$ cat src/rtl/qspi_rom_pkg.sv
// qspi_rom_pkg
// Shared definitions for the QSPI ROM arbiter slice: default bus widths,
// arbiter state encodings, port identifiers and the round-robin pick helper.
// Optional build macro used by this slice: QSPI_ARB_CACHE_EN (per-port
// one-entry read buffer).

package qspi_rom_pkg;

    localparam int QSPI_ADDR_WIDTH = 24;
    localparam int QSPI_DATA_WIDTH = 32;

    // Arbiter state encodings
    localparam logic [1:0] ST_IDLE     = 2'd0;
    localparam logic [1:0] ST_ROM_WAIT = 2'd1;
    localparam logic [1:0] ST_ROM_REL  = 2'd2;
    localparam logic [1:0] ST_DONE     = 2'd3;

    // Requester identifiers, also used as the round-robin pointer value
    localparam logic PORT_I = 1'b0;
    localparam logic PORT_D = 1'b1;

    // Chooses which pending port to serve. On a collision the port named by
    // the priority pointer wins; otherwise whichever port is pending.
    function automatic logic pick_port(input logic i_pend, input logic d_pend,
                                       input logic prio);
        if (i_pend && d_pend) begin
            return prio;
        end else if (d_pend) begin
            return PORT_D;
        end else begin
            return PORT_I;
        end
    endfunction

endpackage

$ cat src/rtl/qspi_rom_line_buf.sv
// qspi_rom_line_buf
// One-entry read buffer for a single requester port of the QSPI ROM arbiter.
// Holds the last completed ROM word together with its address tag; the ROM
// is read-only so the entry stays valid until reset.
// Only instantiated when QSPI_ARB_CACHE_EN is defined.
// Ports:
//   clk, nreset  - clock, synchronous active-low reset
//   load_i       - write tag_i/data_i into the entry and mark it valid
//   tag_i        - address of the word being loaded
//   data_i       - word being loaded
//   addr_i       - lookup address (the port's current request address)
//   hit_o        - entry valid and tag equals addr_i
//   data_o       - buffered word

module qspi_rom_line_buf
    import qspi_rom_pkg::*;
#(
    parameter int ADDR_WIDTH = QSPI_ADDR_WIDTH,
    parameter int DATA_WIDTH = QSPI_DATA_WIDTH
) (
    input  logic                  clk,
    input  logic                  nreset,
    input  logic                  load_i,
    input  logic [ADDR_WIDTH-1:0] tag_i,
    input  logic [DATA_WIDTH-1:0] data_i,
    input  logic [ADDR_WIDTH-1:0] addr_i,
    output logic                  hit_o,
    output logic [DATA_WIDTH-1:0] data_o
);

    logic                  valid_q;
    logic [ADDR_WIDTH-1:0] tag_q;
    logic [DATA_WIDTH-1:0] data_q;

    // Entry storage; only a reset invalidates it
    always_ff @(posedge clk) begin
        if (!nreset) begin
            valid_q <= 1'b0;
            tag_q   <= '0;
            data_q  <= '0;
        end else if (load_i) begin
            valid_q <= 1'b1;
            tag_q   <= tag_i;
            data_q  <= data_i;
        end
    end

    assign hit_o  = valid_q && (tag_q == addr_i);
    assign data_o = data_q;

endmodule

$ cat src/rtl/qspi_rom_arbiter.sv
// qspi_rom_arbiter
// Arbitrates an instruction-fetch port and a data-read port onto a single
// QSPI ROM controller. All three interfaces use a four-phase req/ack
// handshake. Collisions are resolved round-robin (instruction port first
// after reset); a grant always runs to completion.
// Optional build macro: QSPI_ARB_CACHE_EN adds a one-entry read buffer per
// port (qspi_rom_line_buf) that can answer a repeated address without a ROM
// access.
// Ports:
//   clk, nreset                       - clock, synchronous active-low reset
//   i_address/i_req/i_ack/i_data      - instruction-fetch port
//   d_address/d_req/d_ack/d_data      - data-read port
//   rom_address/rom_req/rom_ack/rom_data - QSPI ROM controller side

module qspi_rom_arbiter
    import qspi_rom_pkg::*;
#(
    parameter int ADDR_WIDTH = QSPI_ADDR_WIDTH,
    parameter int DATA_WIDTH = QSPI_DATA_WIDTH
) (
    input  logic                  clk,
    input  logic                  nreset,
    input  logic [ADDR_WIDTH-1:0] i_address,
    input  logic                  i_req,
    output logic                  i_ack,
    output logic [DATA_WIDTH-1:0] i_data,
    input  logic [ADDR_WIDTH-1:0] d_address,
    input  logic                  d_req,
    output logic                  d_ack,
    output logic [DATA_WIDTH-1:0] d_data,
    output logic [ADDR_WIDTH-1:0] rom_address,
    output logic                  rom_req,
    input  logic                  rom_ack,
    input  logic [DATA_WIDTH-1:0] rom_data
);

    logic [1:0]            state_q, state_d;
    logic                  grant_q, grant_d;
    logic                  prio_q, prio_d;
    logic                  i_ack_q, i_ack_d;
    logic                  d_ack_q, d_ack_d;
    logic                  rom_req_q, rom_req_d;
    logic [ADDR_WIDTH-1:0] rom_address_q, rom_address_d;
    logic [DATA_WIDTH-1:0] i_data_q, i_data_d;
    logic [DATA_WIDTH-1:0] d_data_q, d_data_d;
    logic [DATA_WIDTH-1:0] cap_q, cap_d;

    logic                  i_pend;
    logic                  d_pend;
    logic                  pick;
    logic                  gnt_req;
    logic                  pick_hit;
    logic [DATA_WIDTH-1:0] pick_hit_data;

    assign i_pend  = i_req && !i_ack_q;
    assign d_pend  = d_req && !d_ack_q;
    assign pick    = pick_port(i_pend, d_pend, prio_q);
    assign gnt_req = (grant_q == PORT_D) ? d_req : i_req;

`ifdef QSPI_ARB_CACHE_EN
    logic                  rom_done;
    logic                  i_hit;
    logic                  d_hit;
    logic [DATA_WIDTH-1:0] i_buf_data;
    logic [DATA_WIDTH-1:0] d_buf_data;

    // A ROM completion is the ROM_REL exit that actually raises the port ack
    assign rom_done = (state_q == ST_ROM_REL) && !rom_ack;

    qspi_rom_line_buf #(
        .ADDR_WIDTH (ADDR_WIDTH),
        .DATA_WIDTH (DATA_WIDTH)
    ) u_i_buf (
        .clk    (clk),
        .nreset (nreset),
        .load_i (rom_done && (grant_q == PORT_I) && i_req),
        .tag_i  (rom_address_q),
        .data_i (cap_q),
        .addr_i (i_address),
        .hit_o  (i_hit),
        .data_o (i_buf_data)
    );

    qspi_rom_line_buf #(
        .ADDR_WIDTH (ADDR_WIDTH),
        .DATA_WIDTH (DATA_WIDTH)
    ) u_d_buf (
        .clk    (clk),
        .nreset (nreset),
        .load_i (rom_done && (grant_q == PORT_D) && d_req),
        .tag_i  (rom_address_q),
        .data_i (cap_q),
        .addr_i (d_address),
        .hit_o  (d_hit),
        .data_o (d_buf_data)
    );

    assign pick_hit      = (pick == PORT_D) ? d_hit : i_hit;
    assign pick_hit_data = (pick == PORT_D) ? d_buf_data : i_buf_data;
`else
    assign pick_hit      = 1'b0;
    assign pick_hit_data = '0;
`endif

    // Next-state logic. ROM data goes into a private capture register first
    // and is only copied to the port output once the port is still asking
    // for it, so a dropped request never disturbs the port's last data.
    always_comb begin
        state_d       = state_q;
        grant_d       = grant_q;
        prio_d        = prio_q;
        i_ack_d       = i_ack_q;
        d_ack_d       = d_ack_q;
        rom_req_d     = rom_req_q;
        rom_address_d = rom_address_q;
        i_data_d      = i_data_q;
        d_data_d      = d_data_q;
        cap_d         = cap_q;
        case (state_q)
            ST_IDLE: begin
                if (i_pend || d_pend) begin
                    grant_d = pick;
                    if (pick_hit) begin
                        // Buffer hit: answer directly, pointer untouched
                        if (pick == PORT_D) begin
                            d_ack_d  = 1'b1;
                            d_data_d = pick_hit_data;
                        end else begin
                            i_ack_d  = 1'b1;
                            i_data_d = pick_hit_data;
                        end
                        state_d = ST_DONE;
                    end else begin
                        rom_req_d     = 1'b1;
                        rom_address_d = (pick == PORT_D) ? d_address : i_address;
                        prio_d        = ~pick;
                        state_d       = ST_ROM_WAIT;
                    end
                end
            end
            ST_ROM_WAIT: begin
                if (rom_ack) begin
                    cap_d     = rom_data;
                    rom_req_d = 1'b0;
                    state_d   = ST_ROM_REL;
                end
            end
            ST_ROM_REL: begin
                if (!rom_ack) begin
                    if (gnt_req) begin
                        if (grant_q == PORT_D) begin
                            d_ack_d  = 1'b1;
                            d_data_d = cap_q;
                        end else begin
                            i_ack_d  = 1'b1;
                            i_data_d = cap_q;
                        end
                        state_d = ST_DONE;
                    end else begin
                        state_d = ST_IDLE;
                    end
                end
            end
            ST_DONE: begin
                if (!gnt_req) begin
                    i_ack_d = 1'b0;
                    d_ack_d = 1'b0;
                    state_d = ST_IDLE;
                end
            end
            default: begin
                state_d = ST_IDLE;
            end
        endcase
    end

    // State registers; reset also aborts any ROM transaction in flight
    always_ff @(posedge clk) begin
        if (!nreset) begin
            state_q       <= ST_IDLE;
            grant_q       <= PORT_I;
            prio_q        <= PORT_I;
            i_ack_q       <= 1'b0;
            d_ack_q       <= 1'b0;
            rom_req_q     <= 1'b0;
            rom_address_q <= '0;
            i_data_q      <= '0;
            d_data_q      <= '0;
            cap_q         <= '0;
        end else begin
            state_q       <= state_d;
            grant_q       <= grant_d;
            prio_q        <= prio_d;
            i_ack_q       <= i_ack_d;
            d_ack_q       <= d_ack_d;
            rom_req_q     <= rom_req_d;
            rom_address_q <= rom_address_d;
            i_data_q      <= i_data_d;
            d_data_q      <= d_data_d;
            cap_q         <= cap_d;
        end
    end

    assign i_ack       = i_ack_q;
    assign d_ack       = d_ack_q;
    assign i_data      = i_data_q;
    assign d_data      = d_data_q;
    assign rom_req     = rom_req_q;
    assign rom_address = rom_address_q;

endmodule
$ cat config.mk
export PLATFORM = sky130hd
export DESIGN_NAME = qspi_rom_arbiter
export DESIGN_NICKNAME = d
export VERILOG_FILES = /design/src/rtl/qspi_rom_pkg.sv /design/src/rtl/qspi_rom_line_buf.sv /design/src/rtl/qspi_rom_arbiter.sv
export SDC_FILE = /design/constraint.sdc
export NUM_CORES = 1
export LEC_CHECK = 0
export BUFFER_PORTS_ARGS = -buffer_cell sky130_fd_sc_hd__clkbuf_2
export CAP_MARGIN = 20
export CORE_ASPECT_RATIO = 0.75
export CORE_MARGIN = 2
export CORE_UTILIZATION = 35
export CTS_BUF_LIST = sky130_fd_sc_hd__clkbuf_16
export DETAILED_ROUTE_END_ITERATION = 12
export GPL_ROUTABILITY_DRIVEN = 1
export PLACE_DENSITY = 0.58
export REMOVE_ABC_BUFFERS = 1
export SLEW_MARGIN = 20
export SYNTH_ARGS = -nofsm -noshare
export SYNTH_HDL_FRONTEND = slang
export SYNTH_SLANG_ARGS = --single-unit
$ cat constraint.sdc
create_clock -name clk -period 2.02 [get_ports clk]
set_input_delay 0.606 -clock clk [delete_from_list [all_inputs] [get_ports clk]]
set_output_delay 0.606 -clock clk [all_outputs]
set_load 0.05 [all_outputs]
==> run_results.csv, run 1 <==
group,metric,value,unit
global_routing,first_global_vias,4309,
logic_synthesis,seq_area_frac_synth,52.5,%
power_and_ir_drop,seq_power_share,43.0,%
placement,pre_cts_ws,0.111,ns
layout,fin_nets,797,
worst_hold_path,worst_hold_path.endpoint,"rom_address[15]",
timing,maxSlewViolCount,0,
timing,tightest_slew,0.758,ns
clock_tree,clkTransAtPathRegs,0.06,ns
routing,drtIter0Drc,173,
worst_setup_path,reg2reg_slack,0.31,ns
power_and_ir_drop,leakagePower,2.78,nW
floorplan,die_x,140,µm
clock_tree,clock_sinks,127,
worst_setup_path,crit_arrival,1.13,ns
worst_hold_path,hold-path-cell-count,2,
routing,drtPass1Iterations,4,
timing,hold_viol_final,0,
worst_setup_path,cp_slowest_cell,"dfxtp_1",
worst_hold_path,worstHoldStart,"d_address[15]",
floorplan,die_h,106,µm
logic_synthesis,yosys.area.top_type,"dfxtp_1",
timing,period_share,85.8,%
logic_synthesis,async_flop_share,0,%
timing,skew,0.0102,ns
routing,vias_per_cell,4.86,
power_and_ir_drop,switching_share,25.7,%
power_and_ir_drop,p_sw,1.60,mW
worst_setup_path,cp_max_fo,5,
layout,antennaDiodeCount,0,
logic_synthesis,synth_edf_count,0,
worst_setup_path,path_cells,"clkbuf_2",
logic_synthesis,ys_types,32,
power_and_ir_drop,power_density,966,nW/µm²
clock_tree,ctsResizeCount,0,
logic_synthesis,ys_ff_latch,127,
layout,seq_area,2540,µm²
logic_synthesis,avgSynthCellArea,8.91,µm²
clock_tree,clk_latency,0.41,ns
worst_setup_path,crit_required,1.41,ns
layout,multi_input_area,2100,µm²
clock_tree,postCtsSetupRepairBufs,0,
layout,nFillCells,1373,
routing,ant_nets,0,
logic_synthesis,yosys_warnings,0,
logic_synthesis,ys.flop_type,"dfxtp_1",
timing,setup_violations,0,
routing,vias,4371,
global_routing,antenna_found_initial,0,
routing,wl,13.2,mm
worst_setup_path,worstSetupStartpointType,"flop",
power_and_ir_drop,p_int,4.63,mW
layout,drive_above_1_share,30.8,%
timing,grt_setup_unrepaired,"false",
power_and_ir_drop,clock_power_share,46.3,%
worst_setup_path,critPathTopFamily,"flip-flops",
timing,fin_crit,1.73,ns
routing,wl_per_cell,14.6,µm
floorplan,core-area,13600,µm²
routing,drc,0,
clock_tree,clock_path_buffers,2,
floorplan,dieArea,14800,µm²
logic_synthesis,syn_area,4850,µm²
timing,max-slew-margin-rel,49.5,%
global_routing,grt_max_degree,56,
floorplan,io_pins,176,
clock_tree,root_buffer,"clkbuf_16",
layout,fin_area,6450,µm²
clock_tree,cts_buffers,17,
outcome,outcome,"completed",
placement,dpl_cell_area,5890,µm²
worst_setup_path,cp-end-kind,"output port",
clock_tree,cts_tree,"built",
layout,synthToLayoutAreaGrowth,33.1,%
logic_synthesis,synthCells,544,
worst_setup_path,worstSetupPathType,"flop to output port",
floorplan,rows,37,
global_routing,grt-ovfl-total,0,
timing,layout_setup_ws,0.287,ns
worst_setup_path,rr_startpoint,"state_q[1]",
logic_synthesis,synth.top_cell.area_share,52.5,%
clock_tree,h-tree-depth,4,
power_and_ir_drop,ir_drop,612,µV
timing,fmaxAchievable,577,MHz
worst_setup_path,path_buf_inv,1,
floorplan,initial_core_util,35.6,%
flow_run,cap_violations,0,
worst_setup_path,r2r_cells,4,
logic_synthesis,yosys-top-cells-area,"dfxtp_1, a21boi_0, nand2_1",
placement,gp_congestion,0.733,
global_routing,grt_pass1_wl,21.1,mm
placement,portBuffers,175,
logic_synthesis,synth_common_cells,"nand2_1, dfxtp_1, a21boi_0",
worst_hold_path,hp-class,"input pin to flop",
power_and_ir_drop,combPwrFrac,10.7,%
worst_setup_path,critPathMaxStageDelay,0.41,ns
logic_synthesis,yosysMostFrequentCell,"nand2_1",
worst_setup_path,rr_endpoint,"rom_address[11]",
timing,fin_setup_tns,0,ns
clock_tree,cts_hold_repair.buffers,0,
timing,whs,0.417,ns
placement,dpl.hpwl,9.05,mm
global_routing,grt_usage,18.1,%
-- cell usage in the layout, fill, tap and decap left out, types with 2 or more instances in the layout --
cell type / synthesis / routed
clkinv_1: 0 / 3
buf_4: 0 / 15
dfxtp_1: 127 / 127
nor2_1: 3 / 2
inv_1: 0 / 3
clkbuf_16: 0 / 17
bufinv_16: 0 / 2
o211a_1: 2 / 2
a21boi_0: 99 / 99
mux2i_1: 2 / 2
clkinv_2: 0 / 2
buf_12: 0 / 2
clkinvlp_4: 0 / 4
and2_1: 3 / 3
nand2_1: 198 / 198
and3_1: 23 / 23
clkbuf_2: 0 / 174
a221o_1: 23 / 23
nor2b_1: 2 / 2
-- per-layer routing --
metal | vias to the layer above | global-route usage (%) | wire [µm]
li1 | 2178 | - | -
met1 | 2051 | 22.5 | 6040
met2 | 117 | 29.7 | 6200
met3 | 25 | 4.59 | 593
met4 | 0 | 8.29 | 335
met5 | - | 0 | 0
-- stage by stage --
step	util (%)	instances	total power, mW
final	47.4	900	6.23
after global routing	47.4	900	6.49
after detailed placement	43.3	868	3.40
after CTS	47.4	900	6.30
after global placement	43.3	868	3.39
after floorplan	-	501	3.12
-- flip-flops by register name (all words and copies together), names as in the netlist --
| register | cells |
|---|---|
| cap_q | 32 |
| d_ack | 1 |
| rom_address | 24 |
| state_q | 2 |
| grant_q | 1 |
| rom_req | 1 |
| d_data | 32 |
| i_ack | 1 |
| prio_q | 1 |
| i_data | 32 |
-- worst max-delay path by stage --
stage,from,end,slack [ns],cells past startpoint
final,i_ack,i_ack,0.29,1
after detailed placement,i_req,rom_address[21],0.11,6
after global routing,state_q[1],cap_q[30],0.15,3
after floorplan,rom_ack,cap_q[0],0.03,4
after global placement,d_req,rom_address[17],0.16,6
after CTS,i_ack,i_ack,0.26,1
-- cell type report --
type | count | area share [%]
Sequential cell | 127 | 39.4
Multi-Input combinational cell | 374 | 32.6
Timing Repair Buffer | 192 | 15.9
Clock buffer | 17 | 6.60
Tap cell | 175 | 3.39
Clock inverter | 15 | 2.04
-- kinds of logic after synthesis --
family,share of synthesized area (%)
AND/OR/NAND/NOR,21.0
AO/OA/AOI/OAI,21.8
flip-flops,52.5
buffers and inverters,4.29
multiplexers,0.413
-- power groups by stage --
stage	combinational (mW)	clock, mW	sequential [mW]
after CTS	0.669	2.95	2.68
after global placement	0.658	0	2.73
after detailed placement	0.670	0	2.73
after global routing	0.714	3.08	2.69
final	0.665	2.89	2.68
after floorplan	0.206	0	2.92
No activity file was read; power rests on OpenSTA's default activity.
==> run 2, diff against run 1 <==
--- a/config.mk
+++ b/config.mk
@@ -7,12 +7,12 @@
 export LEC_CHECK = 0
 export BUFFER_PORTS_ARGS = -buffer_cell sky130_fd_sc_hd__clkbuf_2
 export CAP_MARGIN = 20
-export CORE_ASPECT_RATIO = 0.75
 export CORE_MARGIN = 2
 export CORE_UTILIZATION = 35
 export CTS_BUF_LIST = sky130_fd_sc_hd__clkbuf_16
 export DETAILED_ROUTE_END_ITERATION = 12
 export GPL_ROUTABILITY_DRIVEN = 1
+export MAX_ROUTING_LAYER = met4
 export PLACE_DENSITY = 0.58
 export REMOVE_ABC_BUFFERS = 1
 export SLEW_MARGIN = 20
==> run 2 against run 1 <==
Compared with the run above:
- sequential power barely moved
- flip-flop and latch count did not move
- hold slack got worse by 0.0040 ns
- critical endpoint is now cap_q[2]
- core utilization rose by 0.65 points
- non-clock buffer count fell by 2
- final area fell by 0.19%
- clock power fell by 6%
- largest cell class unchanged
- register-to-register slack got worse by 0.02 ns
==> run_results.csv, run 2 (synthesis gave the netlist of run 1 again) <==
group,metric,value,unit
clock_tree,root_buffer,"clkbuf_16",
layout,multi_input_area,2100,µm²
timing,fin_crit,1.73,ns
clock_tree,clkTransAtPathRegs,0.05,ns
timing,fin_setup_tns,0,ns
layout,final_cell_count_no_fill,899,
clock_tree,h-tree-depth,4,
global_routing,grt_max_degree,68,
placement,dp.cells,867,
power_and_ir_drop,leakagePower,2.76,nW
worst_setup_path,crit_arrival,2.05,ns
worst_setup_path,rr_endpoint,"cap_q[2]",
timing,layout_setup_ws,0.289,ns
worst_setup_path,path_cells,"or2_2 -> nand2_1 -> a21boi_0",
clock_tree,cts_buffers,17,
floorplan,dieArea,14800,µm²
clock_tree,cts_tree,"built",
clock_tree,cts_hold_repair.buffers,0,
worst_setup_path,worstSetupPathType,"flop to flop",
placement,pre_cts_ws,0.120,ns
clock_tree,clk_latency,0.41,ns
worst_setup_path,cp-end-kind,"flop",
floorplan,core-area,13400,µm²
layout,antennaDiodeCount,0,
layout,layout_common_cells,"nand2_1, clkbuf_2, dfxtp_1",
power_and_ir_drop,p_sw,1.56,mW
outcome,outcome,"completed",
power_and_ir_drop,combPwrFrac,10.9,%
power_and_ir_drop,power_density,941,nW/µm²
routing,vias,4281,
floorplan,die_x,122,µm
timing,setup_violations,0,
routing,wl_per_cell,14.7,µm
routing,ant_nets,0,
layout,mostFrequentLayoutCell,"nand2_1",
timing,hold_viol_final,0,
floorplan,initial_core_util,36.2,%
worst_setup_path,cp_max_fo,34,
power_and_ir_drop,p_int,4.50,mW
worst_setup_path,critPathTopFamily,"simple AND/OR/NAND/NOR gates",
timing,maxSlewViolCount,0,
worst_hold_path,hold-path-cell-count,2,
routing,drtIter0Drc,316,
layout,drive_above_1_share,30.7,%
worst_setup_path,crit_start,"state_q[1]",
worst_hold_path,hp-class,"input pin to flop",
worst_setup_path,cp_slowest_cell,"or2_2",
worst_setup_path,worstSetupStartpointType,"flop",
routing,drtPass1Iterations,4,
layout,synthToLayoutAreaGrowth,32.8,%
power_and_ir_drop,ir_drop,484,µV
timing,period_share,85.7,%
routing,wl,13.2,mm
worst_setup_path,crit_end,"cap_q[2]",
placement,portBuffers,175,
timing,grt_setup_unrepaired,"false",
timing,tightest_slew,0.760,ns
layout,nFillCells,1324,
clock_tree,ctsResizeCount,0,
power_and_ir_drop,switching_share,25.8,%
global_routing,grt-ovfl-total,0,
worst_setup_path,critPathMaxStageDelay,0.69,ns
global_routing,antenna_found_initial,0,
worst_setup_path,rr_startpoint,"state_q[1]",
clock_tree,clock_sinks,127,
worst_setup_path,cp.depth,3,
global_routing,grt_usage,18.6,%
placement,gp_congestion,0.798,
floorplan,rows,42,
floorplan,io_pins,176,
flow_run,cap_violations,0,
routing,vias_per_cell,4.76,
power_and_ir_drop,seq_power_share,44.3,%
clock_tree,postCtsSetupRepairBufs,0,
timing,max-slew-margin-rel,49.3,%
timing,fmaxAchievable,578,MHz
routing,drc,0,
timing,skew,0.00410,ns
worst_setup_path,r2r_cells,3,
power_and_ir_drop,clock_power_share,44.8,%
layout,seq_area,2540,µm²
global_routing,grt_pass1_wl,20.6,mm
worst_setup_path,reg2reg_slack,0.29,ns
floorplan,die_h,122,µm
layout,fin_nets,795,
placement,dpl.hpwl,8.96,mm
global_routing,first_global_vias,4183,
clock_tree,clock_path_buffers,2,
worst_setup_path,path_buf_inv,0,
worst_setup_path,crit_required,2.34,ns
==> run 2: power by group through the flow <==
stage                     logic [mW]  registers [mW]  clock network (mW)
after floorplan                0.206            2.92                   0
after global placement         0.658            2.73                   0
after detailed placement       0.668            2.73                   0
after CTS                      0.668            2.68                2.79
after global routing           0.708            2.69                2.91
final                          0.664            2.68                2.71
==> run 2: stage by stage <==
step	cell area, µm²	util (%)	hold WS [ns]	power, mW
5_1_grt	6440	48.0	0.403	6.31
3_5_place_dp	5910	44.1	0.460	3.40
2_1_floorplan	4640	-	0.455	3.12
3_3_place_gp	5910	44.1	0.451	3.39
4_1_cts	6440	48.0	0.395	6.14
6_report	6440	48.0	0.413	6.06
==> run 2: how the worst min path moves through the flow <==
| stage | startpoint | endpoint | slack, ns |
|---|---|---|---|
| 6_report | d_address[7] | rom_address[7] | 0.41 |
| 3_3_place_gp | i_data[14] | i_data[14] | 0.45 |
| 2_1_floorplan | cap_q[0] | d_data[0] | 0.45 |
| 4_1_cts | d_address[7] | rom_address[7] | 0.40 |
| 5_1_grt | d_address[5] | rom_address[5] | 0.40 |
| 3_5_place_dp | d_data[30] | d_data[30] | 0.46 |
==> run 2: metal layers <==
| metal | vias up | routed length (µm) | GRT usage [%] |
|---|---|---|---|
| li1 | 2175 | - | - |
| met1 | 1995 | 5790 | 21.5 |
| met2 | 90 | 6620 | 30.9 |
| met3 | 21 | 536 | 4.87 |
| met4 | 0 | 248 | 7.26 |
| met5 | - | 0 | - |
==> run 2: cell type report <==
class	count	area share [%]
clock buffer	17	6.61
sequential	127	39.5
tap	176	3.42
timing repair buffer	190	16.2
clock inverter	15	1.63
multi-input combinational	374	32.7
==> run 3, diff against run 2 <==
--- a/config.mk
+++ b/config.mk
@@ -7,7 +7,7 @@
 export LEC_CHECK = 0
 export BUFFER_PORTS_ARGS = -buffer_cell sky130_fd_sc_hd__clkbuf_2
 export CAP_MARGIN = 20
-export CORE_MARGIN = 2
+export CORE_MARGIN = 10
 export CORE_UTILIZATION = 35
 export CTS_BUF_LIST = sky130_fd_sc_hd__clkbuf_16
 export DETAILED_ROUTE_END_ITERATION = 12
==> run 3 against run 2 <==
Compared with the run above:
- clock power is 15% higher
- count of clock-buffer cells in the layout unchanged
- sequential power about the same
- maximum frequency increased by 0.16%
- routed wire length grew 10%
- critical path depth down 2
==> run_results.csv, run 3 (synthesis gave the netlist of run 1 again) <==
group,metric,value,unit
floorplan,dieArea,19000,µm²
placement,gp_congestion,0.815,
routing,vias,4309,
placement,dpl.hpwl,10.2,mm
layout,antennaDiodeCount,0,
routing,drtIter0Drc,239,
clock_tree,cts_hold_repair.buffers,0,
routing,drc,0,
worst_setup_path,cp_slowest_cell,"dfxtp_1",
global_routing,grt_usage,15.8,%
placement,portBuffers,175,
power_and_ir_drop,leakagePower,2.79,nW
timing,fin_setup_tns,0,ns
routing,wl,14.6,mm
floorplan,die_h,138,µm
routing,ant_nets,0,
power_and_ir_drop,total_power,6.47,mW
outcome,outcome,"completed",
layout,layout_common_cells,"nand2_1, clkbuf_2, dfxtp_1",
worst_hold_path,hp-class,"input pin to flop",
clock_tree,postCtsSetupRepairBufs,0,
timing,hold_viol_final,0,
global_routing,grt_pass1_wl,22.7,mm
routing,vias_per_cell,4.80,
floorplan,initial_core_util,36.2,%
worst_setup_path,crit_arrival,1.12,ns
timing,period_share,85.6,%
layout,fin_nets,793,
global_routing,grt_max_degree,104,
timing,maxSlewViolCount,0,
clock_tree,clock_sinks,127,
clock_tree,clk_latency,0.41,ns
timing,fin_crit,1.73,ns
floorplan,io_pins,176,
clock_tree,cts_buffers,17,
timing,fmaxAchievable,579,MHz
worst_setup_path,reg2reg_slack,0.30,ns
floorplan,core-area,13400,µm²
layout,mostFrequentLayoutCell,"nand2_1",
worst_setup_path,critPathMaxStageDelay,0.40,ns
clock_tree,clkTransAtPathRegs,0.06,ns
clock_tree,clock_path_buffers,2,
worst_setup_path,crit_required,1.41,ns
worst_setup_path,critPathTopFamily,"flip-flops",
layout,synthToLayoutAreaGrowth,34.2,%
clock_tree,ctsResizeCount,0,
timing,grt_setup_unrepaired,"false",
timing,tightest_slew,0.754,ns
timing,setup_violations,0,
global_routing,first_global_vias,4492,
worst_setup_path,worstSetupStartpointType,"flop",
routing,wl_per_cell,16.3,µm
power_and_ir_drop,ir_drop,502,µV
clock_tree,root_buffer,"clkbuf_16",
global_routing,antenna_found_initial,0,
worst_setup_path,cp-end-kind,"output port",
worst_setup_path,worstSetupPathType,"flop to output port",
worst_setup_path,path_buf_inv,1,
global_routing,grt-ovfl-total,0,
floorplan,rows,42,
flow_run,cap_violations,0,
clock_tree,h-tree-depth,4,
worst_setup_path,cp_max_fo,5,
floorplan,die_x,138,µm
worst_setup_path,path_cells,"clkbuf_2",
routing,drtPass1Iterations,6,
layout,drive_above_1_share,30.8,%
timing,skew,0.00452,ns
power_and_ir_drop,power_density,994,nW/µm²
timing,whs,0.417,ns
timing,max-slew-margin-rel,49.8,%
clock_tree,cts_tree,"built",
run 3: changes by cell type in the layout (fill, tap and decap cells not counted), sizes merged:
cell | previous run | this run
buf | 16 | 14
bufinv | 1 | 4
clkinv | 10 | 9
clkinvlp | 3 | 1
run 3: stage by stage:
step                cell area [µm²]  utilization [%]  setup slack [ns]  cells
floorplan                      4640                -            0.0292    501
global placement               5900             44.1             0.172    865
detailed placement             5900             44.1             0.125    865
CTS                            6500             48.5             0.284    897
global route                   6500             48.5             0.122    897
finish                         6500             48.5             0.291    897
run 3: cell type report:
cell class | count | area, µm²
Sequential cell | 127 | 2540
Clock inverter | 15 | 176
Clock buffer | 17 | 425
Fill cell | 1346 | 6900
Timing Repair Buffer | 188 | 1040
Multi-Input combinational cell | 374 | 2100
Tap cell | 176 | 220
run 3: path summary, 6_finish.rpt:
| path | start | to | depth (start not counted) |
|---|---|---|---|
| setup / recovery | i_ack | i_ack | 1 |
| hold / removal | d_address[7] | rom_address[7] | 2 |
| setup reg to reg | state_q[1] | rom_address[20] | 5 |
| hold reg to reg | i_data[31] | i_data[31] | 2 |
run 3: power by group:
| part | switching [mW] | total [mW] | internal (mW) | leakage (nW) |
|---|---|---|---|---|
| registers | 0.0736 | 2.68 | 2.61 | 1.03 |
| logic | 0.432 | 0.675 | 0.242 | 1.46 |
| clock network | 1.08 | 3.11 | 2.03 | 0.300 |
| total | 1.58 | 6.47 | 4.88 | 2.79 |
run 3: routing by layer:
metal / track usage, % / vias up / part of all wire, %
li1: - / 2163 / -
met1: 16.8 / 2020 / 41
met2: 27.0 / 99 / 52
met3: 4.04 / 27 / 4.5
met4: 7.38 / 0 / 2.6
met5: - / - / 0
